File: src/rtl/div_pkg.sv
// Shared definitions for the sequential restoring divider: default sizes,
// FSM state encoding and the quotient reported for a zero divisor.
package div_pkg;
  localparam int DIV_WIDTH = 8;
  localparam int DIV_CNT_W = 4;

  typedef enum logic [1:0] {
    S_IDLE = 2'd0,
    S_RUN  = 2'd1,
    S_DONE = 2'd2
  } state_t;

  localparam logic [DIV_WIDTH-1:0] DBZ_QUOTIENT = '1;
endpackage

File: src/rtl/cs_sub9.sv
// 9-bit carry-select trial subtractor (a - b as a + ~b + 1): CLA low nibble,
// upper five bits precomputed for both carries and picked by the nibble carry.
module cs_sub9 (
  input  logic [8:0] a,
  input  logic [8:0] b,
  output logic [8:0] diff,
  output logic       borrow
);
  logic [8:0] nb;
  logic [3:0] g, p;
  logic [4:0] c;
  logic [5:0] hi0, hi1, hi;

  assign nb = ~b;
  assign g  = a[3:0] & nb[3:0];
  assign p  = a[3:0] ^ nb[3:0];

  assign c[0] = 1'b1;
  assign c[1] = g[0] | p[0];
  assign c[2] = g[1] | (p[1] & g[0]) | (p[1] & p[0]);
  assign c[3] = g[2] | (p[2] & g[1]) | (p[2] & p[1] & g[0]) | (p[2] & p[1] & p[0]);
  assign c[4] = g[3] | (p[3] & g[2]) | (p[3] & p[2] & g[1]) | (p[3] & p[2] & p[1] & g[0])
              | (p[3] & p[2] & p[1] & p[0]);

  assign hi0 = {1'b0, a[8:4]} + {1'b0, nb[8:4]};
  assign hi1 = {1'b0, a[8:4]} + {1'b0, nb[8:4]} + 6'd1;
  assign hi  = c[4] ? hi1 : hi0;

  assign diff   = {hi[4:0], p ^ c[3:0]};
  // No carry out of the top bit means a < b.
  assign borrow = ~hi[5];
endmodule

File: src/rtl/seq_div8.sv
// Unsigned restoring divider producing one quotient bit per clock, with a
// start/ready/done handshake and a divide-by-zero shortcut.
module seq_div8
  import div_pkg::*;
#(
  parameter int WIDTH = DIV_WIDTH,
  parameter int CNT_W = DIV_CNT_W
) (
  input  logic             clk,
  input  logic             rst,
  input  logic             start,
  input  logic [WIDTH-1:0] dividend,
  input  logic [WIDTH-1:0] divisor,
  output logic             ready,
  output logic             done,
  output logic [WIDTH-1:0] quotient,
  output logic [WIDTH-1:0] remainder,
  output logic             div_by_zero
);
  state_t           state, state_nx;
  logic [CNT_W-1:0] cnt;
  logic [WIDTH-1:0] d, q, r;
  logic [WIDTH:0]   rs, t;
  logic             brw;
  logic             accept, zero_div, last, running;
  logic [WIDTH-1:0] q_step, r_step;

  assign ready    = (state != S_RUN);
  assign done     = (state == S_DONE);
  assign running  = (state == S_RUN);
  assign accept   = ready & start;
  assign zero_div = (divisor == '0);
  assign last     = (cnt == CNT_W'(WIDTH - 1));

  // Shift the next dividend bit into the partial remainder and try D.
  assign rs = {r, q[WIDTH-1]};

  cs_sub9 u_sub (
    .a      (rs),
    .b      ({1'b0, d}),
    .diff   (t),
    .borrow (brw)
  );

  // A negative trial difference restores Rs; the remainder always fits WIDTH bits.
  assign r_step = t[WIDTH] ? rs[WIDTH-1:0] : t[WIDTH-1:0];
  assign q_step = {q[WIDTH-2:0], ~brw};

  always_ff @(posedge clk or posedge rst) begin
    if (rst) state <= S_IDLE;
    else     state <= state_nx;
  end

  always_comb begin
    state_nx = state;
    case (state)
      S_IDLE, S_DONE: begin
        if (start)                 state_nx = zero_div ? S_DONE : S_RUN;
        else if (state == S_DONE)  state_nx = S_IDLE;
      end
      S_RUN: begin
        if (last) state_nx = S_DONE;
      end
      default: state_nx = S_IDLE;
    endcase
  end

  always_ff @(posedge clk or posedge rst) begin
    if (rst)          cnt <= '0;
    else if (accept)  cnt <= '0;
    else if (running) cnt <= cnt + 1'b1;
  end

  always_ff @(posedge clk) begin
    if (accept) begin
      d <= divisor;
      q <= dividend;
      r <= '0;
    end else if (running) begin
      q <= q_step;
      r <= r_step;
    end
  end

  always_ff @(posedge clk or posedge rst) begin
    if (rst) begin
      quotient    <= '0;
      remainder   <= '0;
      div_by_zero <= 1'b0;
    end else if (accept) begin
      div_by_zero <= zero_div;
      if (zero_div) begin
        quotient  <= WIDTH'(DBZ_QUOTIENT);
        remainder <= dividend;
      end
    end else if (running && last) begin
      quotient  <= q_step;
      remainder <= r_step;
    end
  end
endmodule
File: config.mk
export PLATFORM = sky130hd
export DESIGN_NAME = seq_div8
export DESIGN_NICKNAME = d
export VERILOG_FILES = /design/src/rtl/div_pkg.sv /design/src/rtl/cs_sub9.sv /design/src/rtl/seq_div8.sv
export SDC_FILE = /design/constraint.sdc
export NUM_CORES = 1
export LEC_CHECK = 0
export BUFFER_PORTS_ARGS = -buffer_cell sky130_fd_sc_hd__buf_2
export CORE_MARGIN = 4
export CORE_UTILIZATION = 51
export DETAILED_ROUTE_END_ITERATION = 16
export HOLD_SLACK_MARGIN = 0.12
export PLACE_DENSITY_LB_ADDON = 0.05
export SLEW_MARGIN = 20
export SYNTH_ARGS = -nofsm -noshare
export SYNTH_HDL_FRONTEND = slang
export SYNTH_SLANG_ARGS = --single-unit
File: constraint.sdc
create_clock -name clk -period 2.5 [get_ports clk]
set_input_delay 0.125 -clock clk [delete_from_list [all_inputs] [get_ports clk]]
set_output_delay 0.125 -clock clk [all_outputs]
set_load 0.01 [all_outputs]
==> qor.csv <==
metric;value;unit
status;complete, no violations;
WL/cell;15.1;um
vias in the first global route;1933;
max-slew violation count;0;
Syn Inst Count;237;
clk_lat worst skew;0.30;ns
Arrival @ worst endpoint;2.64;ns
maximum level of the CTS H-tree;2;
global-route wire length before repair;9.06;mm
R2R Setup Slk;0.05;ns
Min-Delay Path Class;in2reg;
Core Region;4440;sq um
net count after synthesis;268;
# DRC;0;
GPL Wtd Cong;0.848;
pin count of the biggest net entering global routing;24;
Die X;76.5;um
mapped cell area;2390;sq um
Site Rows;24;
asr flop ratio synth;0.489;
Setup Skew;0.00660;ns
Pleak;1.37;nW
CTS tree;built;
CP Capture Type;flop;
# IOs;38;
IO buf count;37;
RSZ-0062 raised after global routing;yes;
hold slack;0.213;ns
Setup TNS;0;ns
critical path data required time;2.69;ns
max-capacitance violation count;0;
post-synth cell types;42;
Least-Margin Pin Slew;0.904;ns
clock buffer depth;2;
pwr/cell area;1290;nW/um^2
CP startpoint kind;flop;
layout cells sized above 1;0.219;
final hold vios;0;
routed vias/inst;5.37;
Avg Cell Area, Syn;10.1;sq um
Setup CP Type;reg2reg;
# clock sinks;47;
DR vias;1895;
Final period util;0.979;
fin nets;331;
max_slew headroom;0.396;
root buf cell;clkbuf_8;
GRT Util Overall;0.191;
EDFF count, synth;16;
minimum clock period after layout;2.45;ns
Area Overhead vs Synth;24.8;%
Yosys warnings;0;
Detailed Place HPWL;3.77;mm
Inserted Clock Buffers;5;
most used flip-flop cell after synthesis;dfrtp_1;
DRT iter0 DRCs;130;
final core utilization;0.672;
worst-path fanout max;8;
initial antenna violation count;0;
global route overflow;0;
Synth Register Bits;47;
worst vdd ir;0.704;mV
fin area;2990;sq um
diode count;0;
sequential area share after synthesis;0.508;
drt total wl;5.34;mm
achievable clock frequency;408;MHz
Initial DRT Pass Iterations;4;
die footprint;5860;sq um
Starting Density;0.539;
antenna viol nets, final;0;
die height;76.5;um
Final setup viols;0;
DP Area;2670;sq um
Reg clk slew, reported paths;0.09;ns
-- critical path: stages (launching register included) --
cell and delay [ns]:
edfxtp_1 0.32, inv_1 0.04, ha_2 0.18, fa_1 0.52, ha_2 0.20, o221ai_4 0.11
nor4_4 0.27, xnor2_4 0.26, mux2i_2 0.34, o21ai_1 0.10
-- state kept, by name, summed over array words and instances (netlist names) --
signal and cells:
cnt 4, d 8, div_by_zero 1, q 8, quotient 8, r 8, remainder 8, state 2
-- final timing paths --
kind                                endpoint  cells after the start  start
worst max-delay path            remainder[3]                      9   d[4]
worst min-delay path                  cnt[1]                      3  start
worst max register to register  remainder[3]                      9   d[4]
worst min register to register   quotient[2]                      2   q[1]
max in group asynchronous       remainder[0]                      3    rst
min in group asynchronous        quotient[6]                      3    rst
-- area by class of cell --
| class | count | area [sq um] |
|---|---|---|
| Clock buffer | 8 | 101 |
| Multi-Input combinational cell | 169 | 1130 |
| Sequential cell | 47 | 1220 |
| Fill cell | 364 | 1460 |
| Timing Repair Buffer | 62 | 415 |
| Inverter | 15 | 56.3 |
| Tap cell | 52 | 65.1 |
-- cells in the final DEF, fill, tap and decap left out, types with 2 or more instances in the layout --
cell,instances
nand2_1,49
buf_2,37
inv_1,14
mux2i_1,3
clkbuf_1,2
dlygate4sd3_1,17
ha_1,9
nor3_1,3
dfxtp_1,8
dfrtp_1,23
nor4_1,2
nand2b_1,2
and3_1,4
o21a_1,2
nand3_1,3
nor2_1,5
xnor2_1,6
clkbuf_8,5
or3_1,7
mux2i_2,3
edfxtp_1,16
o21ai_2,2
o21ai_0,20
ha_2,2
xor2_1,2
o21ai_1,7
a21oi_1,14
buf_4,8
nand3b_1,7
-- routing by layer --
| metal | share of wire | track usage | up-vias |
|---|---|---|---|
| met5 | 0 | 0 | - |
| met4 | 0.014 | 0.0507 | 0 |
| met3 | 0.049 | 0.0496 | 11 |
| met2 | 0.48 | 0.308 | 41 |
| met1 | 0.46 | 0.256 | 893 |
| li1 | - | - | 950 |
-- synthesized netlist by cell type, drive strengths merged, types with 2 or more instances --
cell type | instances | area [sq um]
o21ai | 29 | 153
ha | 11 | 138
nand2b | 2 | 12.5
dfxtp | 8 | 160
o21a | 2 | 15.0
mux2i | 6 | 60.1
edfxtp | 16 | 480
nor2 | 5 | 18.8
o22a | 2 | 18.8
nand2 | 49 | 184
clkbuf | 5 | 18.8
xnor2 | 7 | 80.1
mux2 | 2 | 26.3
nand3 | 3 | 15.0
nor4 | 3 | 33.8
a21oi | 15 | 78.8
xor2 | 3 | 45.1
nand3b | 7 | 52.6
dfrtp | 23 | 576
or3 | 7 | 43.8
nor3 | 3 | 15.0
inv | 14 | 52.6
and3 | 4 | 25.0
-- through the flow --
step                setup slack, ns  std cells  power (mW)
global route                -0.0640        353        4.17
CTS                          0.0172        351        3.73
finish                       0.0520        353        3.85
detailed placement           0.0248        326        3.19
floorplan                     0.188        237        2.70
global placement             0.0437        326        3.18
-- where the power goes --
group          switching (mW)  internal [mW]
combinational            1.08          0.905
clock                   0.251          0.259
sequential              0.198           1.16
-- cells by family after synthesis --
logic type,synth area share
and+or+nand+nor,0.182
muxes,0.0360
AOI/OAI and AO/OA,0.123
xor gates and xnor gates,0.0523
DFF,0.508
adders and majority gates,0.0658
buffers and inverters,0.0334
-- timing repair --
action / 4_1_cts / 5_1_grt
hold buffers: 17 / 0
gates resized for setup: 0 / 11
endpoints found under the hold margin: 41 / 0
setup buffers: 0 / 2
setup endpoints to repair: 0 / 14
Note: power is estimated with default switching activity, not from simulation.
